`config.mk`:
```
export PLATFORM = sky130hd
export DESIGN_NAME = instr_sequencer
export DESIGN_NICKNAME = d
export VERILOG_FILES = /design/src/rtl/project_pkg.sv /design/src/rtl/bus_req_hold.sv /design/src/rtl/instr_sequencer.sv
export SDC_FILE = /design/constraint.sdc
export NUM_CORES = 1
export LEC_CHECK = 0
export ABC_AREA = 0
export CAP_MARGIN = 10
export CELL_PAD_IN_SITES_DETAIL_PLACEMENT = 1
export CELL_PAD_IN_SITES_GLOBAL_PLACEMENT = 2
export CORE_ASPECT_RATIO = 1.5
export CORE_MARGIN = 2
export CORE_UTILIZATION = 28
export DETAILED_ROUTE_END_ITERATION = 8
export GPL_TIMING_DRIVEN = 1
export PLACE_DENSITY_LB_ADDON = 0.1
export SLEW_MARGIN = 15
export SYNTH_ARGS = -nofsm -noshare
export SYNTH_HDL_FRONTEND = slang
export SYNTH_SLANG_ARGS = --single-unit
```
`constraint.sdc`:
```
create_clock -name clk -period 4.5 [get_ports clk]
set_clock_uncertainty 0.2 [all_clocks]
set_input_delay 0.9 -clock clk [delete_from_list [all_inputs] [get_ports clk]]
set_output_delay 0.9 -clock clk [all_outputs]
set_load 0.03 [all_outputs]
```
`src/rtl/project_pkg.sv`:
```
// Shared types for the 8-bit core: opcodes, register names, ALU ops,
// sequencer states and writeback-source encodings.
package project_pkg;

  typedef enum logic [3:0] {
    OP_NOP   = 4'h0,
    OP_ADD   = 4'h1,
    OP_ADDI  = 4'h2,
    OP_SUB   = 4'h3,
    OP_AND   = 4'h4,
    OP_OR    = 4'h5,
    OP_XOR   = 4'h6,
    OP_LW    = 4'h7,
    OP_SW    = 4'h8,
    OP_COPY  = 4'h9,
    OP_WO    = 4'hA,
    OP_RO    = 4'hB,
    OP_JEQ   = 4'hC,
    OP_RSV_D = 4'hD,
    OP_RSV_E = 4'hE,
    OP_RSV_F = 4'hF
  } e_instr;

  typedef enum logic [1:0] {
    REG_R0 = 2'd0,
    REG_R1 = 2'd1,
    REG_R2 = 2'd2,
    REG_R3 = 2'd3
  } e_reg;

  typedef enum logic [2:0] {
    ALU_ADD  = 3'd0,
    ALU_SUB  = 3'd1,
    ALU_AND  = 3'd2,
    ALU_OR   = 3'd3,
    ALU_XOR  = 3'd4,
    ALU_PASS = 3'd5
  } e_alu_op;

  typedef enum logic [2:0] {
    S_FETCH = 3'd0,
    S_IMM   = 3'd1,
    S_EXEC  = 3'd2,
    S_MEM   = 3'd3,
    S_IO    = 3'd4
  } e_seq_state;

  localparam logic [1:0] WB_ALU = 2'd0;
  localparam logic [1:0] WB_MEM = 2'd1;
  localparam logic [1:0] WB_IO  = 2'd2;

  // Bit n set: opcode n is followed by an immediate byte (ADDI, LW, SW, JEQ).
  localparam logic [15:0] IMM_MASK_DEFAULT = 16'h1184;

  function automatic logic is_io_op(input e_instr op);
    return (op == OP_WO) || (op == OP_RO);
  endfunction

endpackage

```
`src/rtl/bus_req_hold.sv`:
```
// Memory bus request port: the owner holds i_req until o_done, and the
// owning state's register captures o_rdata in that same cycle.
module bus_req_hold (
  input  logic       i_req,
  input  logic       i_we,
  input  logic [7:0] i_addr,
  input  logic [7:0] i_wdata,
  output logic       o_done,
  output logic [7:0] o_rdata,
  output logic       mem_req,
  output logic       mem_we,
  output logic [7:0] mem_addr,
  output logic [7:0] mem_wdata,
  input  logic [7:0] mem_rdata,
  input  logic       mem_ack
);

  // Handshake: a transfer completes in the cycle where mem_req && mem_ack;
  // an ack with mem_req low is not a completion and is dropped here.
  assign mem_req   = i_req;
  assign mem_we    = i_req & i_we;
  assign mem_addr  = i_addr;
  assign mem_wdata = i_wdata;
  assign o_done    = i_req & mem_ack;
  assign o_rdata   = mem_rdata;

endmodule

```
`src/rtl/instr_sequencer.sv`:
```
// Fetch/execute sequencer: owns PC and IR, fetches the immediate byte and
// stalls across memory and I/O handshakes, emitting a one-cycle exec_en.
module instr_sequencer
  import project_pkg::*;
#(
  parameter logic [7:0]  RESET_PC = 8'h00,
  parameter logic [15:0] IMM_MASK = IMM_MASK_DEFAULT
) (
  input  logic       clk,
  input  logic       rst_n,
  output logic       mem_req,
  output logic       mem_we,
  output logic [7:0] mem_addr,
  output logic [7:0] mem_wdata,
  input  logic [7:0] mem_rdata,
  input  logic       mem_ack,
  input  logic [7:0] rt_data,
  input  logic       zero,
  output logic [7:0] ir,
  output logic [7:0] imm,
  output logic [7:0] pc,
  output logic       exec_en,
  output logic [1:0] wb_sel,
  output logic [7:0] wb_data,
  output logic       io_wvalid,
  input  logic       io_wready,
  input  logic       io_rvalid,
  input  logic [7:0] io_rdata,
  output logic       io_rready,
  output e_seq_state dbg_state
);

  e_seq_state r_state;
  e_seq_state w_next;
  logic [7:0] r_pc;
  logic [7:0] r_ir;
  logic [7:0] r_imm;
  logic [7:0] r_wb_data;

  logic       w_req;
  logic       w_req_gated;
  logic       w_we;
  logic [7:0] w_addr;
  logic       w_done;
  logic [7:0] w_rdata;
  logic       w_exec;
  logic       w_wvalid;
  logic       w_rready;
  logic [1:0] w_wb_sel;
  e_instr     w_cur_op;
  e_instr     w_new_op;

  assign w_cur_op = e_instr'(r_ir[7:4]);
  assign w_new_op = e_instr'(w_rdata[7:4]);

  // Reset is FETCH, which requests; gating with rst_n keeps mem_req low
  // while reset is held and drops it the moment reset asserts.
  assign w_req_gated = w_req & rst_n;

  bus_req_hold u_bus (
    .i_req     (w_req_gated),
    .i_we      (w_we),
    .i_addr    (w_addr),
    .i_wdata   (rt_data),
    .o_done    (w_done),
    .o_rdata   (w_rdata),
    .mem_req   (mem_req),
    .mem_we    (mem_we),
    .mem_addr  (mem_addr),
    .mem_wdata (mem_wdata),
    .mem_rdata (mem_rdata),
    .mem_ack   (mem_ack)
  );

  always_comb begin
    w_next   = r_state;
    w_req    = 1'b0;
    w_we     = 1'b0;
    w_addr   = r_pc;
    w_exec   = 1'b0;
    w_wvalid = 1'b0;
    w_rready = 1'b0;
    w_wb_sel = WB_ALU;
    case (r_state)
      S_FETCH: begin
        w_req = 1'b1;
        if (w_done) begin
          if (IMM_MASK[w_rdata[7:4]]) w_next = S_IMM;
          else if (is_io_op(w_new_op)) w_next = S_IO;
          else w_next = S_EXEC;
        end
      end
      S_IMM: begin
        w_req = 1'b1;
        if (w_done) begin
          if (w_cur_op == OP_LW || w_cur_op == OP_SW) w_next = S_MEM;
          else w_next = S_EXEC;
        end
      end
      S_EXEC: begin
        w_exec = 1'b1;
        if (w_cur_op == OP_LW) w_wb_sel = WB_MEM;
        else if (w_cur_op == OP_RO) w_wb_sel = WB_IO;
        w_next = S_FETCH;
      end
      S_MEM: begin
        w_req  = 1'b1;
        w_addr = r_imm;
        w_we   = (w_cur_op == OP_SW);
        if (w_done) begin
          // A store is complete once the bus accepts it; no execute cycle.
          if (w_cur_op == OP_SW) w_next = S_FETCH;
          else w_next = S_EXEC;
        end
      end
      S_IO: begin
        if (w_cur_op == OP_RO) begin
          w_rready = 1'b1;
          if (io_rvalid) w_next = S_EXEC;
        end else begin
          w_wvalid = 1'b1;
          if (io_wready) w_next = S_FETCH;
        end
      end
      default: w_next = S_FETCH;
    endcase
  end

  always_ff @(posedge clk or negedge rst_n) begin
    if (!rst_n) begin
      r_state   <= S_FETCH;
      r_pc      <= RESET_PC;
      r_ir      <= 8'h00;
      r_imm     <= 8'h00;
      r_wb_data <= 8'h00;
    end else begin
      r_state <= w_next;
      case (r_state)
        S_FETCH: begin
          if (w_done) begin
            r_ir <= w_rdata;
            r_pc <= r_pc + 8'd1;
          end
        end
        S_IMM: begin
          if (w_done) begin
            r_imm <= w_rdata;
            r_pc  <= r_pc + 8'd1;
          end
        end
        S_EXEC: begin
          if (w_cur_op == OP_JEQ && zero) r_pc <= r_imm;
        end
        S_MEM: begin
          if (w_done && w_cur_op == OP_LW) r_wb_data <= w_rdata;
        end
        S_IO: begin
          if (w_cur_op == OP_RO && io_rvalid) r_wb_data <= io_rdata;
        end
        default: ;
      endcase
    end
  end

  assign ir        = r_ir;
  assign imm       = r_imm;
  assign pc        = r_pc;
  assign wb_data   = r_wb_data;
  assign exec_en   = w_exec;
  assign wb_sel    = w_wb_sel;
  assign io_wvalid = w_wvalid;
  assign io_rready = w_rready;
  assign dbg_state = r_state;

endmodule

```
==> results of run 1 <==
[flip-flops by register name, summed over array words and instances (netlist names)]
register / count
ir: 8
pc: 8
imm: 8
wb_data: 8
dbg_state: 3
[cell usage after synthesis (3+ instances only)]
master and n:
dfrtp_1 35, mux2_2 30, nand2_1 10, buf_4 9
mux2_4 9, nor2_1 7, o21ai_0 7, a2bb2oi_1 6
nor3_1 6, a211oi_1 4, buf_6 4, inv_1 4
nand3_1 4, a311oi_1 3, a31oi_1 3, buf_2 3
[where the power goes]
group	switching (mW)	total, mW	internal, mW
combinational	0.672	1.25	0.577
clock	0.128	0.330	0.202
sequential	0.184	0.635	0.451
[cell usage in the layout (no fill, tap or decap), types with 2 or more instances in the layout]
| master | n |
|---|---|
| a211oi_1 | 4 |
| a2bb2oi_1 | 6 |
| a311oi_1 | 3 |
| a31oi_1 | 3 |
| and4b_1 | 2 |
| buf_4 | 4 |
| clkbuf_16 | 5 |
| clkdlybuf4s50_1 | 70 |
| clkinv_2 | 3 |
| dfrtp_1 | 35 |
| inv_1 | 4 |
| mux2_2 | 30 |
| mux2_4 | 9 |
| nand2_1 | 10 |
| nand2b_1 | 2 |
| nand3_1 | 4 |
| nand3b_1 | 2 |
| nand4b_1 | 2 |
| nor2_1 | 7 |
| nor3_1 | 6 |
| o21ai_0 | 7 |
| o21ai_1 | 2 |
| o22ai_1 | 2 |
| or2_1 | 2 |
| or4_1 | 2 |
[routing by layer]
| layer | GRT usage (%) | vias up | wire, um |
|---|---|---|---|
| li1 | - | 818 | - |
| met1 | 19.3 | 880 | 2500 |
| met2 | 25.1 | 49 | 3170 |
| met3 | 3.45 | 4 | 266 |
| met4 | 3.63 | 0 | 43 |
| met5 | 0 | - | 0 |
[kinds of logic after synthesis]
logic type                 Yosys count  synth area share [%]
buffers and inverters               22                  7.26
DFF                                 35                  41.0
adders and majority gates            1                 0.586
muxes                               39                  22.1
xor gates and xnor gates             1                 0.410
AOI/OAI and AO/OA                   32                  11.1
and+or+nand+nor                     56                  17.5
[final cells by class]
cell class | instances | share of cell area, %
clock inverter | 3 | 0.499
clock buffer | 5 | 4.16
tap | 102 | 4.24
timing repair buffer | 75 | 24.5
multi-input combinational | 129 | 36.7
sequential | 35 | 29.1
inverter | 5 | 0.790
[how the worst max path moves through the flow]
stage                 startpoint      to  slack, ns  cells after the start
floorplan           dbg_state[2]  mem_we       1.36                      4
global placement    dbg_state[1]  mem_we       1.16                      3
detailed placement  dbg_state[1]  mem_we       1.13                      3
CTS                 dbg_state[1]  mem_we       0.83                      3
global route        dbg_state[1]  mem_we       0.65                      3
finish              dbg_state[1]  mem_we       0.89                      3
==> results_dict.tcl, run 1 <==
set metrics [dict create \
    drtIter0Drc 41 \
    crit_fanout 11 \
    wl_per_cell_um 16.9 \
    slowest_stage "clkdlybuf4s50_1" \
    dr.pass1.iters 4 \
    min_path_type "flop to flop" \
    regArea_um2 876 \
    gp_congestion 0.743 \
    crit_family "simple AND/OR/NAND/NOR gates" \
    async_flop_share_pct 100 \
    timing.final.ws_setup_ns 0.889 \
    ys_warn_count 0 \
    grt_remaining_overflow 0 \
    vias_per_cell 4.95 \
    fin_setup_tns_ns 0 \
    fin_crit_ns 3.61 \
    synth_seq_cells 35 \
    fill_cells 877 \
    start_util_pct 28.4 \
    die_area_um2 8360 \
    crit_chain "nand3b_1, nor4_1, clkdlybuf4s50_1" \
    power_mw 2.21 \
    dp_slack_ns 1.13 \
    grt_pass1_wl_um 9740 \
    cts_tree "done" \
    hold_viol 0 \
    ctsHtreeMaxLevel 2 \
    r2r_start "dbg_state[1]" \
    track_usage_pct 15.1 \
    synth_top_area_share_pct 41.0 \
    wirelength_um 5980 \
    ant_nets 0 \
    cts.repair.resized 0 \
    root_buffer "clkbuf_16" \
    synth-main-ff-cell "dfrtp_1" \
    coreArea_um2 7510 \
    crit_path_max_incr_delay_ns 0.72 \
    finish.utilization_pct 40.0 \
    netlist_instances 186 \
    final_max_slew_viol_count 0 \
    place.port_buffers 71 \
    drive_above_1_share_pct 24.2 \
    place_hpwl_um 4530 \
    finalNetCount 282 \
    fmax_mhz 277 \
    whs_ns 0.306 \
    place_area_um2 2870 \
    placedCellCount 346 \
    synth_area_per_cell_um2 11.5 \
    drc 0 \
    max_slew_margin_pct 62.6 \
    rr_endpoint "wb_data[1]" \
    required_ns 3.40 \
    r2r_setup_slack_ns 1.88 \
    routed-via-count 1751 \
    yosysSeqAreaShare_pct 41.0 \
    cts.sinks 35 \
    worst-setup-path-type "flop to output port" \
    grt_start_max_net_pins 39 \
    yosys.area.top_type "dfrtp_1" \
    syn-cell-area_um2 2140 \
    setup_violations 0 \
    multiInputGateArea_um2 1100 \
    synth_edf_count 0 \
    leakagePower_nw 1.20 \
    endpoint_kind "output port" \
    area_delta_synth_final_pct 40.8 \
    cts_setup_buffers 0 \
    ctsHoldBuffers 0 \
    whs_path_depth 1 \
    hold_start "wb_data[0]" \
    clock_latency_ns 0.27 \
    antenna_found_initial 0 \
    synth_area_leaders "dfrtp_1, mux2_2, mux2_4" \
    path_clk_slew_ns 0.06 \
    status "finished clean" \
    maxCapViolations 0 \
    rows 39 \
    hold_end "wb_data[0]" \
    fp.dieH_um 111 \
    diodes 0 \
    worst_setup_path_start_kind "flop" \
    fin_cells 354 \
    power_density_nw_per_um2 736 \
    worst_slew_pin_slew_ns 0.560 \
    crit_arrival_ns 2.51 \
    die-width_um 75.3 \
    finalCritPeriodShare_pct 80.3 \
    cts_buffers 5 \
    worst-path-buf-inv 1 \
    netlist-cell-type-count 50 \
    peakVddDrop_uv 248 \
    synth_fp_nets 217 \
    final_area_um2 3010 \
    reg2reg_depth 4 \
    grt_pass1_vias 1835 \
    clock_path_buffers 2 \
    ios 88 \
    rsz0062_at_grt "no" \
]
Power figures use the tool's default switching activity.
==> inputs of run 2 (changes only) <==
Settings changed: CORE_UTILIZATION 28 to 24.
Clock period 4.5 ns to 2.95 ns, I/O delays scaled along.
==> run 2 against run 1 <==
Against the previous run: count of clock-buffer cells in the layout up 3; first-iteration DRC count up 2.4%; design area up 3.3%; clock power up 69%; register-to-register slack worse by 1.0 ns; critical path depth up 1.
==> results_dict.tcl, run 2 (synthesis results as in run 1) <==
set metrics [dict create \
    status "finished clean" \
    required_ns 2.16 \
    path_clk_slew_ns 0.05 \
    die-width_um 81.0 \
    wirelength_um 6470 \
    area_delta_synth_final_pct 45.5 \
    crit_path_max_incr_delay_ns 0.59 \
    drc 0 \
    cts_tree "done" \
    antenna_found_initial 0 \
    root_buffer "clkbuf_16" \
    drtIter0Drc 42 \
    rsz0062_at_grt "no" \
    peakVddDrop_uv 371 \
    maxCapViolations 0 \
    rows 42 \
    clock_path_buffers 2 \
    start_util_pct 24.5 \
    power_density_nw_per_um2 1130 \
    crit_family "buffers and inverters" \
    fin_setup_tns_ns 0 \
    coreArea_um2 8720 \
    worst_slew_pin_slew_ns 0.518 \
    grt_start_max_net_pins 34 \
    min_path_type "flop to flop" \
    vias_per_cell 4.70 \
    hold_viol 0 \
    fmax_mhz 354 \
    finalNetCount 288 \
    slowest_stage "clkdlybuf4s50_1" \
    ios 88 \
    place_hpwl_um 4830 \
    max_slew_margin_pct 65.3 \
    cts_buffers 5 \
    place_area_um2 2940 \
    grt_remaining_overflow 0 \
    track_usage_pct 14.2 \
    routed-via-count 1729 \
    finalCritPeriodShare_pct 95.9 \
    setup_violations 0 \
    crit_arrival_ns 2.04 \
    leakagePower_nw 1.26 \
    drive_above_1_share_pct 28.3 \
    cts.sinks 35 \
    dr.pass1.iters 4 \
    fp.dieH_um 120 \
    layout_common_cells "clkdlybuf4s50_1, dfrtp_1, mux2_2" \
    wl_per_cell_um 17.6 \
    place.port_buffers 71 \
    ctsHtreeMaxLevel 2 \
    ant_nets 0 \
    crit_fanout 11 \
    grt_pass1_wl_um 10400 \
    diodes 0 \
    final_common_cell "clkdlybuf4s50_1" \
    worst-setup-path-type "flop to output port" \
    final_area_um2 3110 \
    final_max_slew_viol_count 0 \
    fin_crit_ns 2.83 \
    endpoint_kind "output port" \
    die_area_um2 9690 \
    clock_latency_ns 0.28 \
    worst_setup_path_start_kind "flop" \
    worst-path-buf-inv 2 \
    r2r_setup_slack_ns 0.85 \
    crit_chain "nand3b_1, buf_4, mux2_2, clkdlybuf4s50_1" \
    grt_pass1_vias 1881 \
    gp_congestion 0.747 \
]
-- run 2: changes by cell type in the layout (fill, tap and decap cells not counted) --
cell	change
clkbuf_1	+1
buf_4	+9
clkinv_2	-3
nor4_1	-1
clkdlybuf4s50_1	-7
buf_12	+3
clkbuf_8	+2
nor4_2	+1
dlygate4sd3_1	+1
-- run 2: worst paths after layout --
check | endpoint | cells past startpoint | startpoint
max | mem_addr[1] | 4 | dbg_state[0]
min | ir[2] | 1 | ir[2]
max reg2reg | wb_data[2] | 5 | dbg_state[2]
min reg2reg | ir[2] | 1 | ir[2]
max in group asynchronous | wb_data[2] | 3 | rst_n
min in group asynchronous | dbg_state[2] | 2 | rst_n
-- run 2: worst register-to-register path, cell delays in order, from the launching register on --
cell	delay, ns
dfrtp_1	0.33
buf_4	0.26
nor3b_4	0.33
buf_4	0.25
mux2_2	0.36
mux2_4	0.25
-- run 2: through the flow --
step / cells / power, mW / util [%] / hold slack (ns) / setup WS (ns)
2_1_floorplan: 186 / 2.15 / - / 0.0944 / 0.115
3_3_place_gp: 359 / 2.96 / 33.6 / 0.232 / 0.425
3_5_place_dp: 359 / 2.97 / 33.6 / 0.228 / 0.411
4_1_cts: 368 / 3.55 / 35.6 / 0.310 / 0.0107
5_1_grt: 368 / 3.72 / 35.6 / 0.318 / 0.0201
6_report: 368 / 3.50 / 35.6 / 0.305 / 0.121
-- run 2: cell type report --
cell class	instances	area (um^2)
clock buffers	8	156
inverters	5	23.8
fillers	1006	5620
flip-flops and latches	35	876
repair buffers	81	803
well taps	110	138
multi-input cells	129	1110
-- run 2: power breakdown --
group	internal (mW)	switching (mW)	leakage, nW
logic	0.915	1.09	0.749
registers	0.688	0.250	0.433
clock network	0.360	0.198	0.0772
-- run 2: per-layer routing --
| layer | vias up | global-route usage, % | part of all wire [%] |
|---|---|---|---|
| met3 | 7 | 3.23 | 3.9 |
| met4 | 0 | 4.13 | 1.4 |
| met1 | 852 | 17.4 | 42 |
| met5 | - | 0 | 0 |
| met2 | 45 | 24.5 | 53 |
| li1 | 825 | - | - |
-- run 2: timing repair --
item | in CTS | in global routing
resized for setup | 0 | 1
hold buffers | 1 | 0
endpoints found under the setup margin | 0 | 1
buffers inserted | 0 | 0
endpoints found under the hold margin | 3 | 0
